--- config.mk ---
export PLATFORM = sky130hd
export DESIGN_NAME = bitbakery_serial_rx
export DESIGN_NICKNAME = d
export VERILOG_FILES = /design/src/rtl/bitbakery_serial_rx_pkg.sv /design/src/rtl/bitbakery_rx_byte.sv /design/src/rtl/bitbakery_serial_rx.sv
export SDC_FILE = /design/constraint.sdc
export NUM_CORES = 2
export LEC_CHECK = 0
export BUFFER_PORTS_ARGS = -buffer_cell sky130_fd_sc_hd__clkbuf_2
export CAP_MARGIN = 20
export CORE_MARGIN = 4
export CORE_UTILIZATION = 46
export DETAILED_ROUTE_END_ITERATION = 8
export PLACE_DENSITY = 0.68
export SYNTH_ARGS = -nofsm -noshare
export SYNTH_HDL_FRONTEND = slang
export SYNTH_SLANG_ARGS = --single-unit
--- constraint.sdc ---
create_clock -name clock -period 4.3 [get_ports clock]
set_input_delay 0.86 -clock clock [delete_from_list [all_inputs] [get_ports clock]]
set_output_delay 0.86 -clock clock [all_outputs]
set_load 0.02 [all_outputs]
--- src/rtl/bitbakery_serial_rx_pkg.sv ---
// Shared definitions for the BitBakery 8E1 serial link: frame geometry,
// byte-FSM state encoding and the parity rule used by both link ends.
package bitbakery_serial_rx_pkg;

  localparam int FRAME_BYTES = 67;
  localparam int MAP_BYTES   = 64;
  localparam int IDX_W       = 7;

  typedef enum logic [2:0] {
    ST_IDLE,
    ST_START,
    ST_DATA,
    ST_PARITY,
    ST_STOP
  } rx_state_e;

  // Even parity: the parity bit makes the total count of ones even.
  function automatic logic even_parity(input logic [7:0] data);
    return ^data;
  endfunction

  function automatic logic parity_good(input logic [7:0] data, input logic par);
    return ~(^data ^ par);
  endfunction

endpackage

--- src/rtl/bitbakery_rx_byte.sv ---
// 8E1 byte receiver: input synchronizer, mid-bit sampling counters, byte FSM
// and parity/stop check. Delivers one registered byte per frame slot.
module bitbakery_rx_byte
  import bitbakery_serial_rx_pkg::*;
#(
  parameter int CLKS_PER_BIT = 434
) (
  input  logic       clock,
  input  logic       reset,
  input  logic       entrada_serial,
  output logic [7:0] rx_data,
  output logic       byte_valid,
  output logic       ok,
  output logic       line_idle
);

  localparam int CNT_W = $clog2(CLKS_PER_BIT);
  localparam logic [CNT_W-1:0] HALF_LOAD = CNT_W'(CLKS_PER_BIT / 2 - 1);
  localparam logic [CNT_W-1:0] FULL_LOAD = CNT_W'(CLKS_PER_BIT - 1);

  logic [1:0]       sync_q;
  logic             prev_q;
  rx_state_e        state_q, state_d;
  logic [CNT_W-1:0] cnt_q;
  logic [2:0]       bit_q;
  logic [7:0]       shift_q;
  logic             par_q;

  logic rx, fall, tick;
  assign rx        = sync_q[1];
  assign fall      = prev_q & ~rx;
  assign tick      = (cnt_q == '0);
  assign line_idle = (state_q == ST_IDLE) && rx;

  // NOTE: state_d gets a default before the case so no path leaves it
  // unassigned; otherwise synthesis would infer a latch.
  always_comb begin
    state_d = state_q;
    unique case (state_q)
      ST_IDLE:   if (fall) state_d = ST_START;
      ST_START:  if (tick) state_d = rx ? ST_IDLE : ST_DATA;
      ST_DATA:   if (tick && bit_q == 3'd7) state_d = ST_PARITY;
      ST_PARITY: if (tick) state_d = ST_STOP;
      ST_STOP:   if (tick) state_d = ST_IDLE;
      default:   state_d = ST_IDLE;
    endcase
  end

  // NOTE: registers use non-blocking assignments so every flop samples the
  // pre-edge value of its neighbours (the synchronizer chain relies on it).
  always_ff @(posedge clock) begin
    if (reset) begin
      sync_q     <= 2'b11;
      prev_q     <= 1'b1;
      state_q    <= ST_IDLE;
      cnt_q      <= '0;
      bit_q      <= '0;
      shift_q    <= '0;
      par_q      <= 1'b0;
      rx_data    <= '0;
      byte_valid <= 1'b0;
      ok         <= 1'b0;
    end else begin
      sync_q     <= {sync_q[0], entrada_serial};
      prev_q     <= rx;
      state_q    <= state_d;
      byte_valid <= 1'b0;

      // Idle preloads half a bit so the first sample lands mid start bit.
      if (state_q == ST_IDLE) cnt_q <= HALF_LOAD;
      else if (tick)          cnt_q <= FULL_LOAD;
      else                    cnt_q <= cnt_q - 1'b1;

      if (tick) begin
        unique case (state_q)
          ST_START: bit_q <= '0;
          ST_DATA: begin
            shift_q <= {rx, shift_q[7:1]};
            bit_q   <= bit_q + 1'b1;
          end
          ST_PARITY: par_q <= rx;
          ST_STOP: begin
            rx_data    <= shift_q;
            ok         <= parity_good(shift_q, par_q) & rx;
            byte_valid <= 1'b1;
          end
          default: ;
        endcase
      end
    end
  end

endmodule

--- src/rtl/bitbakery_serial_rx.sv ---
// Frame assembler: collects 67 bytes into shadow registers and publishes them
// atomically at the idle gap only when the whole frame arrived intact.
module bitbakery_serial_rx
  import bitbakery_serial_rx_pkg::*;
#(
  parameter int CLKS_PER_BIT = 434,
  parameter int IDLE_BITS    = 2
) (
  input  logic         clock,
  input  logic         reset,
  input  logic         entrada_serial,
  output logic [7:0]   D0,
  output logic [7:0]   D1,
  output logic [7:0]   D2,
  output logic [511:0] map_obstacles,
  output logic         pronto,
  output logic         erro
);

  localparam int GAP   = IDLE_BITS * CLKS_PER_BIT;
  localparam int GAP_W = $clog2(GAP + 1);
  localparam logic [GAP_W-1:0] GAP_LAST  = GAP_W'(GAP - 1);
  localparam logic [IDX_W-1:0] FULL_IDX  = IDX_W'(FRAME_BYTES);

  logic [7:0]       rx_data;
  logic             byte_valid, ok, line_idle;
  logic [IDX_W-1:0] idx_q;
  logic             bad_q;
  logic [GAP_W-1:0] gap_q;
  logic [7:0]       shadow [FRAME_BYTES];
  logic             gap_hit;

  bitbakery_rx_byte #(.CLKS_PER_BIT(CLKS_PER_BIT)) u_rx_byte (
    .clock          (clock),
    .reset          (reset),
    .entrada_serial (entrada_serial),
    .rx_data        (rx_data),
    .byte_valid     (byte_valid),
    .ok             (ok),
    .line_idle      (line_idle)
  );

  assign gap_hit = line_idle && (gap_q == GAP_LAST);

  // NOTE: the shadow array is deliberately not reset; a clear index makes
  // stale contents unreachable, and skipping reset keeps it plain RAM/flops.
  always_ff @(posedge clock) begin
    if (byte_valid && idx_q != FULL_IDX) shadow[idx_q] <= rx_data;
  end

  always_ff @(posedge clock) begin
    if (reset) begin
      idx_q         <= '0;
      bad_q         <= 1'b0;
      gap_q         <= '0;
      D0            <= '0;
      D1            <= '0;
      D2            <= '0;
      map_obstacles <= '0;
      pronto        <= 1'b0;
      erro          <= 1'b0;
    end else begin
      pronto <= 1'b0;
      erro   <= 1'b0;

      if (!line_idle || gap_hit) gap_q <= '0;
      else                       gap_q <= gap_q + 1'b1;

      if (gap_hit) begin
        if (idx_q == FULL_IDX && !bad_q) begin
          D0 <= shadow[0];
          D1 <= shadow[1];
          D2 <= shadow[2];
          for (int k = 0; k < MAP_BYTES; k++) map_obstacles[8*k +: 8] <= shadow[3+k];
          pronto <= 1'b1;
        end else if (idx_q != '0) begin
          erro <= 1'b1;
        end
        idx_q <= '0;
        bad_q <= 1'b0;
      end else if (byte_valid) begin
        // Overflow bytes only poison the frame; the index saturates.
        if (idx_q == FULL_IDX) begin
          bad_q <= 1'b1;
        end else begin
          idx_q <= idx_q + 1'b1;
          if (!ok) bad_q <= 1'b1;
        end
      end
    end
  end

endmodule

==> impl_metrics.yaml <==
global_routing:
  grt_max_degree: 225
  grt_pass1_vias: 27000
  grt_overflow: 0
  antenna_found_initial: 0
  use_met3_pct: 4.39
  grt_use_met1_pct: 34.1
  grt_use_total_pct: 24.2
  grt_pass1_wl_um: 170000
  top_usage_layer: "met2"
  use_met2_pct: 38.8
floorplanning:
  dieArea_sq_um: 90700
  die_w_um: 301
  die_h_um: 301
  rows: 107
  io_pins: 541
  floorplan.initialDensity_pct: 46.4
  coreArea_sq_um: 85100
clock_network:
  root_buffer: "clkbuf_16"
  cts_tree: "yes"
  clk_path_buf_depth: 3
  numCtsBuffers: 111
  clock_latency_ns: 0.68
  holdBufCountCts: 0
  cts.sinks: 1129
  cts_htree_levels: 3
  clk_pin_slew_ns: 0.06
  post-cts-setup-buffers: 0
  ctsResizeCount: 0
placed_design:
  gp_congestion: 0.766
  dp_hpwl_um: 64600
  place_ws_ns: 1.16
  numPortBuffers: 540
detailed_routing:
  first_pass_iters: 5
  drc: 0
  viasPerCell: 5.76
  wirelength_um: 115000
  drtIter0Drc: 2921
  wl_per_cell_um: 23.1
  via_count: 28700
  detail-route-antenna-nets: 0
logic_synthesis:
  yosysTopAreaCellShare_pct: 40.7
  yosys_warnings: 0
  syn_area_sq_um: 39500
  syn_area_per_cell_sq_um: 11.8
  syn_nets: 3351
  ys_seq_elements: 1129
  yosysTopAreaCell: "edfxtp_1"
  synth_area_leaders: "edfxtp_1 41%, dfxtp_1 30%, a21oi_1 6.9%"
  synthCells: 3342
  synth.distinct_cells: 46
  ys_seq_area_share_pct: 70.8
sta:
  maxSlewViolCount: 0
  setup_viol_count_final: 0
  period_needed_ns: 3.16
  fin_setup_tns_ns: 0
  setup_ws_ns: 1.14
  clock-skew-final_ns: 0.0304
  hold_viol_final: 0
  rsz0062_at_grt: "false"
  period_share_pct: 73.5
  tightest_slew_ns: 1.28
  relSlewSlack_pct: 14.7
  fmax_ghz: 0.316
critical_path:
  max_stage_delay_ns: 0.74
  r2r_end: "map_obstacles[164]"
  rrSetupSlack_ns: 1.14
  r2r-start: "gap_q[0]"
  r2r.worst_path.cells: 6
  startpoint_type: "register"
  timing.critical_path.to_type: "register"
  crit_path_top_delay_cell: "or4_4"
  path_class: "register to register"
  worstPathCellList: "ha_1 -> or3b_2 -> or4_4 -> buf_12 -> o21ai_1 -> a21oi_1"
  cp_max_fo: 224
  arrival_ns: 3.70
  critPathRequiredTime_ns: 4.84
power:
  p_leak_nw: 15.9
  seqPwrFrac_pct: 53.1
  pwr-share-comb_pct: 0.9
  cellPowerDensity_nw_per_um2: 456
  p_clk_share_pct: 46.0
  switchingPower_mw: 4.33
  p_sw_share_pct: 20.5
  irDropWorstVdd_uv: 357
  intPower_mw: 16.7
worst_hold_path:
  hold-path-endpoint: "u_rx_byte.sync_q[0]"
  hold_class: "primary input to register"
  min_from: "entrada_serial"
  holdPathStages: 2
finish:
  drive_gt1_share_pct: 20.3
  final_cell_mix: "585 x dfxtp_1, 546 x nand3_1, 546 x a21oi_1"
  nets: 3747
  fillCellCount: 7342
  regArea_sq_um: 28000
  final_common_cell: "dfxtp_1"
  multi_input_area_sq_um: 9720
  final_util_pct: 54.3
  num_antenna_cells: 0
  syn_to_final_growth_pct: 16.9
flow_run:
  cap_violations: 0
outcome:
  outcome: "finished, final reports clean"
## cell families (layout without fill, tap and decap cells)
logic type | after synthesis | count (layout) | share of synthesized area (%)
DFF | 1129 | 1129 | 70.8
AOI/OAI and AO/OA | 1101 | 1101 | 14.0
and+or+nand+nor | 739 | 739 | 9.27
buffers and inverters | 324 | 816 | 4.68
xor gates and xnor gates | 23 | 23 | 0.545
muxes | 20 | 20 | 0.507
adders and majority gates | 6 | 6 | 0.190
## routing by layer
metal  vias to the layer above  wire (um)
li1                      13000          -
met1                     14200      48400
met2                      1294      54400
met3                       168       9270
met4                         0       2780
met5                         -          0
## Yosys cell counts (all sizes together)
library cell  instances
o211ai                1
edfxtp              536
xnor2                 9
or3b                  2
o31ai                 1
or3                   5
nor4                  6
nor3b                 1
inv                   8
o211a                 1
xor2                 13
xnor3                 1
nand4                 7
buf                 214
nor3                  7
nand2                18
nand3               546
or2                   3
a21oi               546
a31oi                 4
and3                  3
or4bb                 1
clkbuf              102
nor2b                 5
o21ai               541
mux2i                20
and4                  2
nor4b                 2
nor2                117
or4b                  4
a211oi                1
a22oi                 2
ha                    6
o41ai                 2
o221ai                2
dfxtp               593
nand2b                8
or4                   2
## power groups by stage
stage | combinational [mW] | sequential [mW] | clock [mW]
6_report | 0.190 | 11.2 | 9.69
3_3_place_gp | 0.189 | 11.4 | 0
5_1_grt | 0.208 | 11.2 | 10.3
2_1_floorplan | 0.135 | 11.4 | 0
4_1_cts | 0.191 | 11.2 | 9.82
3_5_place_dp | 0.190 | 11.4 | 0
## how the worst max path moves through the flow
stage | startpoint | to | slack, ns | cells after the start
after floorplan | gap_q[0] | map_obstacles[369] | 2.09 | 8
final | gap_q[0] | map_obstacles[164] | 1.14 | 6
after global routing | idx_q[3] | shadow[42][3] | 1.02 | 4
after global placement | idx_q[3] | shadow[66][3] | 1.20 | 4
after CTS | idx_q[3] | shadow[2][0] | 1.14 | 4
after detailed placement | idx_q[3] | shadow[42][7] | 1.16 | 4
## critical path, delay by kind of cell, from the launching register on
kind / cells / cell delay (ns)
compound gates: 2 / 0.46
fa+ha+maj: 1 / 0.26
buf+inv: 1 / 0.37
flops: 1 / 0.35
simple gates: 2 / 1.26
## sequential cells by signal, summed over array words and instances (netlist names), 2 cells and up
register / flops
D0: 8
D1: 8
D2: 8
gap_q: 10
idx_q: 7
map_obstacles: 512
shadow: 536
u_rx_byte.bit_q: 3
u_rx_byte.cnt_q: 9
u_rx_byte.rx_data: 8
u_rx_byte.shift_q: 8
u_rx_byte.state_q: 3
u_rx_byte.sync_q: 2
## per-stage QoR
| stage | cell area [sq um] | instances | power, mW | hold slack, ns |
|---|---|---|---|---|
| detailed placement | 42600 | 4769 | 11.6 | 0.411 |
| global placement | 42600 | 4768 | 11.6 | 0.399 |
| floorplan | 39500 | 3342 | 11.5 | 0.389 |
| global route | 46200 | 4978 | 21.7 | 0.386 |
| CTS | 46200 | 4978 | 21.2 | 0.374 |
| finish | 46200 | 4978 | 21.1 | 0.422 |
## layout make-up
type	count	area share, %
Clock buffer	162	6.62
Clock inverter	47	1.20
Inverter	8	0.0650
Multi-Input combinational cell	1889	21.0
Sequential cell	1129	60.6
Tap cell	1144	3.10
Timing Repair Buffer	599	7.40
Power figures use the tool's default switching activity.
